[src/rtl/vga_pkg.sv]
`default_nettype none
// =====================================================================
// vga_pkg : default 640x480@60 timing, totals helper, flag bundle
// Rev 1.0
// =====================================================================
package vga_pkg;

  localparam int c_H_ACTIVE = 640;
  localparam int c_H_FP     = 16;
  localparam int c_H_SYNC   = 96;
  localparam int c_H_BP     = 48;
  localparam int c_V_ACTIVE = 480;
  localparam int c_V_FP     = 10;
  localparam int c_V_SYNC   = 2;
  localparam int c_V_BP     = 33;

  // Standard 640x480@60 drives both syncs low while asserted.
  localparam logic c_SYNC_ACTIVE_LOW = 1'b0;

  // Colour latency of the game's bitmap_gen, in pixel ticks.
  localparam int c_BITMAP_GEN_LAT = 1;

  typedef struct packed {
    logic hs;
    logic vs;
    logic von;
  } vga_flags_t;

  function automatic int calc_total(input int active, input int fp,
                                    input int sync, input int bp);
    return active + fp + sync + bp;
  endfunction

endpackage
`default_nettype wire

[src/rtl/vga_delay_line.sv]
`default_nettype none
// =====================================================================
// vga_delay_line : DEPTH-stage enabled shift register, sync clear
// Rev 1.0
// =====================================================================
module vga_delay_line #(
  parameter int               DEPTH   = 1,
  parameter int               WIDTH   = 1,
  parameter logic [WIDTH-1:0] RST_VAL = '0
) (
  input  logic             clk,
  input  logic             rst_n,
  input  logic             i_en,
  input  logic             i_clr,
  input  logic [WIDTH-1:0] i_d,
  output logic [WIDTH-1:0] o_q
);

  generate
    if (DEPTH == 0) begin : g_bypass
      logic w_unused;
      assign w_unused = &{1'b0, clk, rst_n, i_en, i_clr};
      assign o_q      = i_d;
    end else begin : g_pipe
      logic [WIDTH-1:0] r_stage [DEPTH];

      always_ff @(posedge clk or negedge rst_n) begin
        if (!rst_n) begin
          for (int i = 0; i < DEPTH; i++) r_stage[i] <= RST_VAL;
        end else if (i_clr) begin
          for (int i = 0; i < DEPTH; i++) r_stage[i] <= RST_VAL;
        end else if (i_en) begin
          r_stage[0] <= i_d;
          for (int i = 1; i < DEPTH; i++) r_stage[i] <= r_stage[i-1];
        end
      end

      assign o_q = r_stage[DEPTH-1];
    end
  endgenerate

endmodule
`default_nettype wire

[src/rtl/vga_video_out.sv]
`default_nettype none
// =====================================================================
// vga_video_out : VGA timing, latency-aligned sync/blank and RGB pins
// Rev 1.0
// =====================================================================
module vga_video_out
  import vga_pkg::*;
#(
  parameter int   RGB_W    = 8,
  parameter int   H_ACTIVE = c_H_ACTIVE,
  parameter int   H_FP     = c_H_FP,
  parameter int   H_SYNC   = c_H_SYNC,
  parameter int   H_BP     = c_H_BP,
  parameter int   V_ACTIVE = c_V_ACTIVE,
  parameter int   V_FP     = c_V_FP,
  parameter int   V_SYNC   = c_V_SYNC,
  parameter int   V_BP     = c_V_BP,
  parameter int   TICK_DIV = 2,
  parameter int   PIPE_LAT = c_BITMAP_GEN_LAT,
  parameter logic SYNC_POL = c_SYNC_ACTIVE_LOW,
  parameter int   X_W      = 10,
  parameter int   Y_W      = 10
) (
  input  logic             clk,
  input  logic             reset,
  input  logic             en,
  input  logic [RGB_W-1:0] rgb_in,
  output logic             p_tick,
  output logic [X_W-1:0]   pixel_x,
  output logic [Y_W-1:0]   pixel_y,
  output logic             video_on,
  output logic             frame_start,
  output logic             hsync,
  output logic             vsync,
  output logic [RGB_W-1:0] rgb_out
);

  localparam int c_H_TOTAL = calc_total(H_ACTIVE, H_FP, H_SYNC, H_BP);
  localparam int c_V_TOTAL = calc_total(V_ACTIVE, V_FP, V_SYNC, V_BP);
  localparam int c_DIV_W   = (TICK_DIV > 1) ? $clog2(TICK_DIV) : 1;

  generate
    if (((2 ** X_W) < c_H_TOTAL) || ((2 ** Y_W) < c_V_TOTAL) ||
        (TICK_DIV < 1) || (PIPE_LAT < 0)) begin : g_param_err
      $error("vga_video_out: illegal geometry, TICK_DIV or PIPE_LAT");
    end
  endgenerate

  // Bounds carry one spare bit so an active region of exactly 2**X_W still compares.
  localparam logic [c_DIV_W-1:0] c_DIV_LAST = c_DIV_W'(TICK_DIV - 1);
  localparam logic [X_W-1:0]     c_H_LAST   = X_W'(c_H_TOTAL - 1);
  localparam logic [Y_W-1:0]     c_V_LAST   = Y_W'(c_V_TOTAL - 1);
  localparam logic [X_W:0]       c_H_ACT    = (X_W+1)'(H_ACTIVE);
  localparam logic [Y_W:0]       c_V_ACT    = (Y_W+1)'(V_ACTIVE);
  localparam logic [X_W:0]       c_HS_FIRST = (X_W+1)'(H_ACTIVE + H_FP);
  localparam logic [X_W:0]       c_HS_LAST  = (X_W+1)'(H_ACTIVE + H_FP + H_SYNC - 1);
  localparam logic [Y_W:0]       c_VS_FIRST = (Y_W+1)'(V_ACTIVE + V_FP);
  localparam logic [Y_W:0]       c_VS_LAST  = (Y_W+1)'(V_ACTIVE + V_FP + V_SYNC - 1);

  logic [c_DIV_W-1:0] r_div;
  logic [X_W-1:0]     r_h;
  logic [Y_W-1:0]     r_v;
  logic               r_hsync;
  logic               r_vsync;
  logic [RGB_W-1:0]   r_rgb;

  logic               w_tick;
  logic               w_h_last;
  logic               w_v_last;
  logic               w_video_on;
  logic               w_hs_raw;
  logic               w_vs_raw;
  vga_flags_t         w_flags_in;
  vga_flags_t         w_flags_tail;

  assign w_tick   = en && (r_div == c_DIV_LAST);
  assign w_h_last = (r_h == c_H_LAST);
  assign w_v_last = (r_v == c_V_LAST);

  always_ff @(posedge clk or negedge reset) begin
    if (!reset) begin
      r_div <= '0;
    end else if (!en || w_tick) begin
      r_div <= '0;
    end else begin
      r_div <= r_div + 1'b1;
    end
  end

  always_ff @(posedge clk or negedge reset) begin
    if (!reset) begin
      r_h <= '0;
      r_v <= '0;
    end else if (!en) begin
      r_h <= '0;
      r_v <= '0;
    end else if (w_tick) begin
      if (w_h_last) begin
        r_h <= '0;
        r_v <= w_v_last ? '0 : r_v + 1'b1;
      end else begin
        r_h <= r_h + 1'b1;
      end
    end
  end

  assign w_video_on = ({1'b0, r_h} < c_H_ACT) && ({1'b0, r_v} < c_V_ACT);
  assign w_hs_raw   = ({1'b0, r_h} >= c_HS_FIRST) && ({1'b0, r_h} <= c_HS_LAST);
  assign w_vs_raw   = ({1'b0, r_v} >= c_VS_FIRST) && ({1'b0, r_v} <= c_VS_LAST);

  assign w_flags_in = '{hs: w_hs_raw, vs: w_vs_raw, von: w_video_on};

  // Flags travel alongside the generator's pipeline so colour and sync stay paired.
  vga_delay_line #(
    .DEPTH   (PIPE_LAT),
    .WIDTH   ($bits(vga_flags_t)),
    .RST_VAL ('0)
  ) u_flag_pipe (
    .clk   (clk),
    .rst_n (reset),
    .i_en  (w_tick),
    .i_clr (!en),
    .i_d   (w_flags_in),
    .o_q   (w_flags_tail)
  );

  always_ff @(posedge clk or negedge reset) begin
    if (!reset) begin
      r_hsync <= ~SYNC_POL;
      r_vsync <= ~SYNC_POL;
      r_rgb   <= '0;
    end else if (!en) begin
      r_hsync <= ~SYNC_POL;
      r_vsync <= ~SYNC_POL;
      r_rgb   <= '0;
    end else if (w_tick) begin
      r_hsync <= w_flags_tail.hs ? SYNC_POL : ~SYNC_POL;
      r_vsync <= w_flags_tail.vs ? SYNC_POL : ~SYNC_POL;
      r_rgb   <= w_flags_tail.von ? rgb_in : '0;
    end
  end

  assign p_tick      = w_tick;
  assign pixel_x     = r_h;
  assign pixel_y     = r_v;
  assign video_on    = w_video_on;
  assign frame_start = w_tick && w_h_last && w_v_last;
  assign hsync       = r_hsync;
  assign vsync       = r_vsync;
  assign rgb_out     = r_rgb;

endmodule
`default_nettype wire

[config.mk]
export PLATFORM = sky130hd
export DESIGN_NAME = vga_video_out
export DESIGN_NICKNAME = d
export VERILOG_FILES = /design/src/rtl/vga_pkg.sv /design/src/rtl/vga_delay_line.sv /design/src/rtl/vga_video_out.sv
export SDC_FILE = /design/constraint.sdc
export NUM_CORES = 1
export LEC_CHECK = 0
export ABC_AREA = 1
export CAP_MARGIN = 15
export CORE_MARGIN = 1.5
export CORE_UTILIZATION = 53
export CTS_CLUSTER_DIAMETER = 30
export DETAILED_ROUTE_END_ITERATION = 7
export GPL_TIMING_DRIVEN = 0
export PLACE_DENSITY = 0.87
export SETUP_SLACK_MARGIN = 0.3
export SLEW_MARGIN = 20
export SYNTH_ARGS = -nofsm -noshare
export SYNTH_HDL_FRONTEND = slang
export SYNTH_SLANG_ARGS = --single-unit
[constraint.sdc]
create_clock -name clk -period 3.8 [get_ports clk]
set_input_delay 0.38 -clock clk [delete_from_list [all_inputs] [get_ports clk]]
set_output_delay 0.38 -clock clk [all_outputs]
set_load 0.03 [all_outputs]
* Yosys cells after proc, flatten, opt, wreduce, memory -nomap -nowiden
Index checks and enable logic that the tools add are counted.
Cells by class: $add $sub $neg 3, $lt $le $gt $ge 6, equal/unequal tests 4, multiplexer cells 19, reduce and logical (&&, ||, !) cells 9
Operator list (number):
- $mux W10 | 7
- $mux W8 | 3
- $add A10 B1 Y10 const B | 2
- $eq A10 B10 Y1 const B | 2
- $ge A10 B10 Y1 const B | 1
- $ge A10 B9 Y1 const B | 1
- $le A10 B10 Y1 const B | 1
- $le A10 B9 Y1 const B | 1
- $lt A10 B10 Y1 const B | 1
- $lt A10 B9 Y1 const B | 1
- $mux W1 | 7
- $logic_and A1 B1 Y1 | 6
- $mux W3 | 2
- $ne A2 B1 Y1 const B | 2
- $reduce_and A2 Y1 | 1
- $add A1 B1 Y1 const B | 1
- $logic_not A1 Y1 | 1
- $logic_or A1 B1 Y1 | 1
Word-level totals: register bits after elaboration 34

* Logic depth before layout (Yosys ltp)
Gate-level depths: netlist of the first run.
depth in word-level cells 5, gate-level depth with buffers 10

* Cells and area by module
A second synthesis of the first run with hierarchy kept.
Unflattened totals: cells, all modules 265, area, all modules 2005.7 um^2
By module, submodules not included:
- vga_video_out | times used 1, cells an instance 251, area an instance 1883.1 um^2, seq. area each 778.2 um^2
- vga_delay_line | times used 1, cells an instance 14, area an instance 122.6 um^2, seq. area each 75.1 um^2

* Least setup slack after synthesis of the first run
Ideal clock, no wire load.
path type register -> output, from register r_v[0] (netlist: pixel_y[0]), to output port frame_start, arrival time 1.662 ns, setup slack 1.758 ns, cell stages (with the launch flop) 7, cells stage by stage dfrtp_1 > inv_1 > ha_1 > nand4_1 > nor3_2 > nand2_1 > nor2_1
Between the ends: cells in the longest elaborated chain, start to end 2
RTL lines:
- start: declaration | line vga_video_out.sv:62 | logic [Y_W-1:0] r_v;
- start signal: assignment | line vga_video_out.sv:100 | r_v <= w_v_last ? '0 : r_v + 1'b1;
- $eq A10 B10 Y1 | line vga_video_out.sv:78 | assign w_v_last = (r_v == c_V_LAST);
- $logic_and A1 B1 Y1 | line vga_video_out.sv:147 | assign frame_start = w_tick && w_h_last && w_v_last;
- end: declaration | line vga_video_out.sv:32 | output logic frame_start,
Every way passes these cells.

* Worst setup path after layout of the first run
Ends and elaborated chain as after synthesis.

==> results of run 1 <==
## sequential cells by signal, indices dropped and copies added (netlist names)
| register | cells |
|---|---|
| u_flag_pipe.o_q | 3 |
| r_div | 1 |
| hsync | 1 |
| pixel_y | 10 |
| rgb_out | 8 |
| vsync | 1 |
| pixel_x | 10 |
## cell usage after synthesis (all sizes together) (2+ instances only)
cell type,n,area share [%]
dfstp,2,2.9
a21oi,7,1.9
xor2,2,0.97
xnor2,2,0.97
nor2,26,5.9
a32o,8,4.4
nand2,48,11
o21ai,13,4.2
nor3,5,2.3
nand3,17,5.2
dfrtp,32,44
inv,24,5.0
buf,6,2.3
nand4,7,2.4
ha,4,2.8
## metal layers
| metal | share of wire, % | up-vias | routed length (um) | track usage, % |
|---|---|---|---|---|
| li1 | - | 809 | - | - |
| met1 | 46 | 755 | 1910 | 30.7 |
| met2 | 49 | 44 | 2040 | 39.7 |
| met3 | 3.8 | 9 | 160 | 3.78 |
| met4 | 1.7 | 0 | 72 | 11.6 |
| met5 | 0 | - | 0 | 0 |
## power groups by stage
stage / Combinational (mW) / Clock [mW] / Sequential, mW
3_5_place_dp: 0.101 / 0 / 0.388
4_1_cts: 0.102 / 0.358 / 0.381
6_report: 0.101 / 0.353 / 0.381
2_1_floorplan: 0.0369 / 0 / 0.401
5_1_grt: 0.110 / 0.372 / 0.382
3_3_place_gp: 0.0954 / 0 / 0.387
## worst max-delay path by stage
stage               slack, ns  depth (start not counted)                   start     endpoint
floorplan                1.76                          6  pixel_y[0]$_DFFE_PN0P_  frame_start
global placement         1.18                          5                      en       p_tick
detailed placement       1.17                          5                      en       p_tick
CTS                      0.96                          7  pixel_y[0]$_DFFE_PN0P_  frame_start
global route             0.80                          7  pixel_y[0]$_DFFE_PN0P_  frame_start
finish                   0.96                          7  pixel_y[0]$_DFFE_PN0P_  frame_start
## cells by family after synthesis
| kind of cell | Yosys count | synth area share (%) |
|---|---|---|
| buffers and inverters | 30 | 7.25 |
| adder cells (fa/ha/maj) | 4 | 2.76 |
| XOR/XNOR | 4 | 1.93 |
| flip-flops | 34 | 47.1 |
| AND/OR/NAND/NOR | 107 | 29.1 |
| AO/OA/AOI/OAI | 31 | 11.9 |
## cells in the final DEF, fill, tap and decap left out, types with 3 or more instances in the layout
cell type	n
sky130_fd_sc_hd__clkdlybuf4s50_1	42
sky130_fd_sc_hd__nor2_1	24
sky130_fd_sc_hd__dfrtp_1	32
sky130_fd_sc_hd__a21oi_1	7
sky130_fd_sc_hd__o21ai_2	3
sky130_fd_sc_hd__nand2_2	5
sky130_fd_sc_hd__inv_1	22
sky130_fd_sc_hd__a32o_1	8
sky130_fd_sc_hd__clkbuf_4	5
sky130_fd_sc_hd__nand2_1	41
sky130_fd_sc_hd__nand4_1	7
sky130_fd_sc_hd__ha_1	4
sky130_fd_sc_hd__buf_2	4
sky130_fd_sc_hd__nor3_1	3
sky130_fd_sc_hd__nand3_1	15
sky130_fd_sc_hd__o21ai_0	9
## through the flow
step / area [um^2] / total power, mW
after CTS: 2440 / 0.841
after detailed placement: 2320 / 0.488
after global placement: 2300 / 0.483
after floorplan: 1810 / 0.438
after global routing: 2440 / 0.864
final: 2440 / 0.835
## critical path: cells and delay by family, from the launching register on
kind,cells,cell delay [ns]
flip-flops,1,0.49
AND/OR/NAND/NOR,4,0.63
adder cells (fa/ha/maj),1,0.18
buffers and inverters,2,0.83
## cell type report
class | count | area (um^2) | share of cell area [%]
flip-flops and latches | 34 | 853 | 34.9
multi-input cells | 146 | 828 | 33.9
repair buffers | 45 | 463 | 18.9
inverters | 24 | 90.1 | 3.68
clock inverters | 2 | 60.1 | 2.46
well taps | 46 | 57.6 | 2.35
clock buffers | 6 | 51.3 | 2.10
plain buffers | 6 | 41.3 | 1.69
==> impl_metrics.ini, run 1 <==
[synthesis]
main_flop_type_after_synthesis = sky130_fd_sc_hd__dfrtp_1
synth_nets = 225
ys_seq_elements = 34
synth_enable_flop_cells = 0
yosysSeqAreaShare_pct = 47.1
proportion_of_synthesized_flip_flops_having_asynchronous_set_or_reset_pct = 100
synth.avg_cell_area_um2 = 8.63
netlist_instances = 210
synth.lib_cells_used.distinct = 34
synthesis.yosys.warnings = 0
synth_area_um2 = 1810

[floorplanning]
io-pin-count = 44
core_region_area_um2 = 3310
die_h_um = 61.5
design.die.area_um2 = 3780
floorplan.rows = 21
floorplan.initialDensity_pct = 54.8
die_x_um = 61.5

[finish]
flow.area_growth_from_synthesis_pct = 34.9
num-fill-cells = 243
post_layout_nonfiller_instances = 309
total_number_of_nets_in_the_final_design = 277
layout-drive-gt1-share_pct = 13.7
diodes = 0
finish.utilization_pct = 73.8

[clocking]
cts_buffer_depth = 2
cts_inserted_buffers = 5
number_of_buffers_inserted_by_hold_repair_at_cts = 1
worst_skew_pair.late_latency_ns = 0.35
cts.reportedPaths.clkPinSlew_ns = 0.12
cts_root_buf = sky130_fd_sc_hd__clkbuf_4
post-cts-setup-buffers = 0
cts_tree = yes
clock-sinks = 34
cts-htree-levels = 2
post_cts_resized = 0

[drt]
drt-wirelength-per-cell_um = 13.5
wl_mm = 4.18
drt-initial-drc-count = 120
postRouteAntennaNets = 0
drcViolationCount = 0
vias = 1617
detail_route.first_pass.iterations = 4
avgViaCountPerCell = 5.23

[sta]
final.setup.worst_slack_ns = 0.955
timing.hold.ws_ns = 0.400
period_minus_slack_ns = 2.84
hold_viol_final = 0
max-slew-margin-rel_pct = 73.4
final-max-slew-violation-count = 0
totalNegativeSetupSlack_ns = 0
finalSetupViolCount = 0
grt_setup_unrepaired = false
post-route-period-util_pct = 74.9
fin_worst_skew_ns = 0.00950
fmax_mhz = 352
worst-slew-pin-transition_ns = 0.399

[global_route]
grt_first_pass_wirelength_mm = 6.63
grt_antenna_before_repair = 0
gr-total-overflow = 0
via_count_of_the_first_global_routing_pass = 1523
grt.total_usage_pct = 24.0
grt_max_degree = 24

[setup_path]
critical-path-max-stage-delay_ns = 0.68
critical-path-slowest-cell = sky130_fd_sc_hd__clkdlybuf4s50_1
worstSetupPathType = register to output port
cp.arrival_ns = 2.46
worst-endpoint-required_ns = 3.42
critical_path.startpoint_type = register
critical_path.reg2reg.endpoint = pixel_y[1]$_DFFE_PN0P_
cp_cell_sequence = inv_1 > ha_1 > nand4_1 > nor3_2 > nand2_1 > nor2_1 > clkdlybuf4s50_1
worst-r2r-setup-slack_ns = 2.13
worst-r2r-cell-count = 7
critPathCaptureType = output port
critical_path.reg2reg.startpoint = pixel_y[0]$_DFFE_PN0P_
critical_path.max_fanout = 7

[worst_hold_path]
hold_wc_startpoint = u_flag_pipe.o_q[1]$_DFFE_PN0P_
worst_hold_path.num_cells = 1
worst_hold_path.endpoint = vsync$_DFFE_PN1P_
hold_wc_path_type = register to register

[flow_run]
cap_violations = 0

[pwr]
power.share.clock_pct = 42.3
leakagePower_nw = 1.07
power.internal_uw = 635
powerDensity_nw_per_um2 = 341
p_seq_share_pct = 45.6
power.switching_uw = 200
comb_power_share_pct = 12.1
sw_frac_of_total_pct = 24.0
max-vdd-ir-drop_mv = 0.287

[placed_design]
dpl.cell_count = 300
place_ws_ns = 1.17
finalWeightedCongestion = 0.887
port_buffers = 43
dp_hpwl_mm = 3.09

[outcome]
status = complete, no violations
(Power assumes the default switching activity.)
==> inputs of run 2 (changes only) <==
--- a/config.mk
+++ b/config.mk
@@ -8,11 +8,11 @@
 export ABC_AREA = 1
 export CAP_MARGIN = 15
 export CORE_MARGIN = 1.5
-export CORE_UTILIZATION = 53
+export CORE_UTILIZATION = 44
 export CTS_CLUSTER_DIAMETER = 30
 export DETAILED_ROUTE_END_ITERATION = 7
 export GPL_TIMING_DRIVEN = 0
-export PLACE_DENSITY = 0.87
+export PLACE_DENSITY = 0.77
 export SETUP_SLACK_MARGIN = 0.3
 export SLEW_MARGIN = 20
 export SYNTH_ARGS = -nofsm -noshare
==> constraint.sdc (replaced) <==
create_clock -name clk -period 2.5 [get_ports clk]
set_input_delay 0.25 -clock clk [delete_from_list [all_inputs] [get_ports clk]]
set_output_delay 0.25 -clock clk [all_outputs]
set_load 0.03 [all_outputs]
==> run 2 against run 1 <==
  * Power grew 45%
  * Count of clock-buffer cells in the layout grew 2
  * Critical endpoint unchanged
  * Largest power group unchanged
  * Global-route usage is 3.6 points lower
==> impl_metrics.ini, run 2 (synthesis results as in run 1) <==
[global_route]
via_count_of_the_first_global_routing_pass = 1466
gr-total-overflow = 0
grt_max_degree = 28
grt_first_pass_wirelength_mm = 6.89
grt.total_usage_pct = 20.4
grt_antenna_before_repair = 0

[floorplanning]
io-pin-count = 44
die_x_um = 67.2
design.die.area_um2 = 4510
die_h_um = 67.2
floorplan.rows = 23
core_region_area_um2 = 3970
floorplan.initialDensity_pct = 45.7

[sta]
final-max-slew-violation-count = 0
final.setup.worst_slack_ns = 0.409
period_minus_slack_ns = 2.09
fin_worst_skew_ns = 0.00472
worst-slew-pin-transition_ns = 0.378
grt_setup_unrepaired = true
totalNegativeSetupSlack_ns = 0
hold_viol_final = 0
post-route-period-util_pct = 83.7
max-slew-margin-rel_pct = 74.8
finalSetupViolCount = 0
fmax_mhz = 478

[drt]
postRouteAntennaNets = 0
detail_route.first_pass.iterations = 4
wl_mm = 4.15
drt-wirelength-per-cell_um = 13.1
vias = 1625
drt-initial-drc-count = 108
avgViaCountPerCell = 5.13
drcViolationCount = 0

[finish]
flow.area_growth_from_synthesis_pct = 36.6
diodes = 0
layout_commonest_cell = sky130_fd_sc_hd__nand2_1
total_number_of_nets_in_the_final_design = 281
layout-drive-gt1-share_pct = 15.7
layout.cells.most_common_list = 41 x sky130_fd_sc_hd__nand2_1, 39 x sky130_fd_sc_hd__clkdlybuf4s50_1, 31 x sky130_fd_sc_hd__dfrtp_1

[pwr]
powerDensity_nw_per_um2 = 488
max-vdd-ir-drop_mv = 0.292
leakagePower_nw = 1.09

[clocking]
cts-htree-levels = 2
cts.reportedPaths.clkPinSlew_ns = 0.07
cts_root_buf = sky130_fd_sc_hd__clkbuf_8
clock-sinks = 34
cts_inserted_buffers = 5
cts_buffer_depth = 2
worst_skew_pair.late_latency_ns = 0.29
cts_tree = yes

[setup_path]
critical_path.startpoint_type = register
critical_path.max_fanout = 7
worstSetupPathType = register to output port
critPathCaptureType = output port
worst-endpoint-required_ns = 2.25
cp.arrival_ns = 1.84

[outcome]
status = complete, no violations

[placed_design]
place_ws_ns = 0.109
finalWeightedCongestion = 0.890
port_buffers = 43
dp_hpwl_mm = 2.96

[worst_hold_path]
hold_wc_path_type = input port to async pin

[flow_run]
cap_violations = 0
[run 2: layout make-up]
cell class | count | area (um^2)
multi-input cells | 146 | 835
fillers | 337 | 1500
flip-flops and latches | 34 | 855
inverters | 24 | 90.1
well taps | 50 | 62.6
repair buffers | 49 | 483
clock buffers | 8 | 110
plain buffers | 6 | 41.3
[run 2: through the flow]
stage	power, mW	std cells	hold slack [ns]	cell area, um^2	utilization (%)
floorplan	0.666	210	-0.0456	1810	-
CTS	1.23	313	0.336	2440	61.6
detailed placement	0.738	304	0.116	2320	58.4
finish	1.21	317	0.337	2480	62.4
global placement	0.734	303	0.395	2310	58.1
global route	1.26	317	0.367	2480	62.4
[run 2: worst max-delay path, cell delays in order (launching register included)]
cell	delay, ns
sky130_fd_sc_hd__dfrtp_2	0.46
sky130_fd_sc_hd__inv_1	0.13
sky130_fd_sc_hd__ha_1	0.16
sky130_fd_sc_hd__nand4_1	0.14
sky130_fd_sc_hd__nor3_4	0.28
sky130_fd_sc_hd__nand2_1	0.08
sky130_fd_sc_hd__nor2_1	0.11
sky130_fd_sc_hd__buf_2	0.21
[run 2: repair_timing]
action / 4_1_cts / 5_1_grt
setup endpoints to repair: 2 / 3
endpoints found under the hold margin: 6 / 0
pin swaps: 0 / 1
hold buffers: 1 / 0
setup buffers: 0 / 4
gates resized for setup: 3 / 6
[run 2: final timing paths]
| path | cells after the start | slack, ns | startpoint | to |
|---|---|---|---|---|
| min | 2 | 0.34 | reset | pixel_x[5]$_DFFE_PN0P_ |
| max in group asynchronous | 3 | 1.69 | reset | vsync$_DFFE_PN1P_ |
| min reg2reg | 1 | 0.41 | u_flag_pipe.o_q[2]$_DFFE_PN0P_ | hsync$_DFFE_PN1P_ |
| min in group clk | 1 | 0.41 | u_flag_pipe.o_q[2]$_DFFE_PN0P_ | hsync$_DFFE_PN1P_ |
| max reg2reg | 9 | 0.80 | pixel_y[0]$_DFFE_PN0P_ | pixel_y[4]$_DFFE_PN0P_ |
| max | 7 | 0.41 | pixel_y[0]$_DFFE_PN0P_ | frame_start |
[run 2: report_power, final]
| group | internal (mW) | switching, mW | leakage [nW] |
|---|---|---|---|
| Clock | 0.278 | 0.202 | 0.0575 |
| Sequential | 0.564 | 0.0155 | 0.460 |
| Combinational | 0.0602 | 0.0886 | 0.570 |
[run 2: metal layers]
metal / up-vias / routed length [um] / global-route usage [%]
li1: 812 / - / -
met1: 761 / 1950 / 28.3
met2: 45 / 1920 / 31.6
met3: 7 / 210 / 3.33
met4: 0 / 66 / 9.18
met5: - / 0 / 0
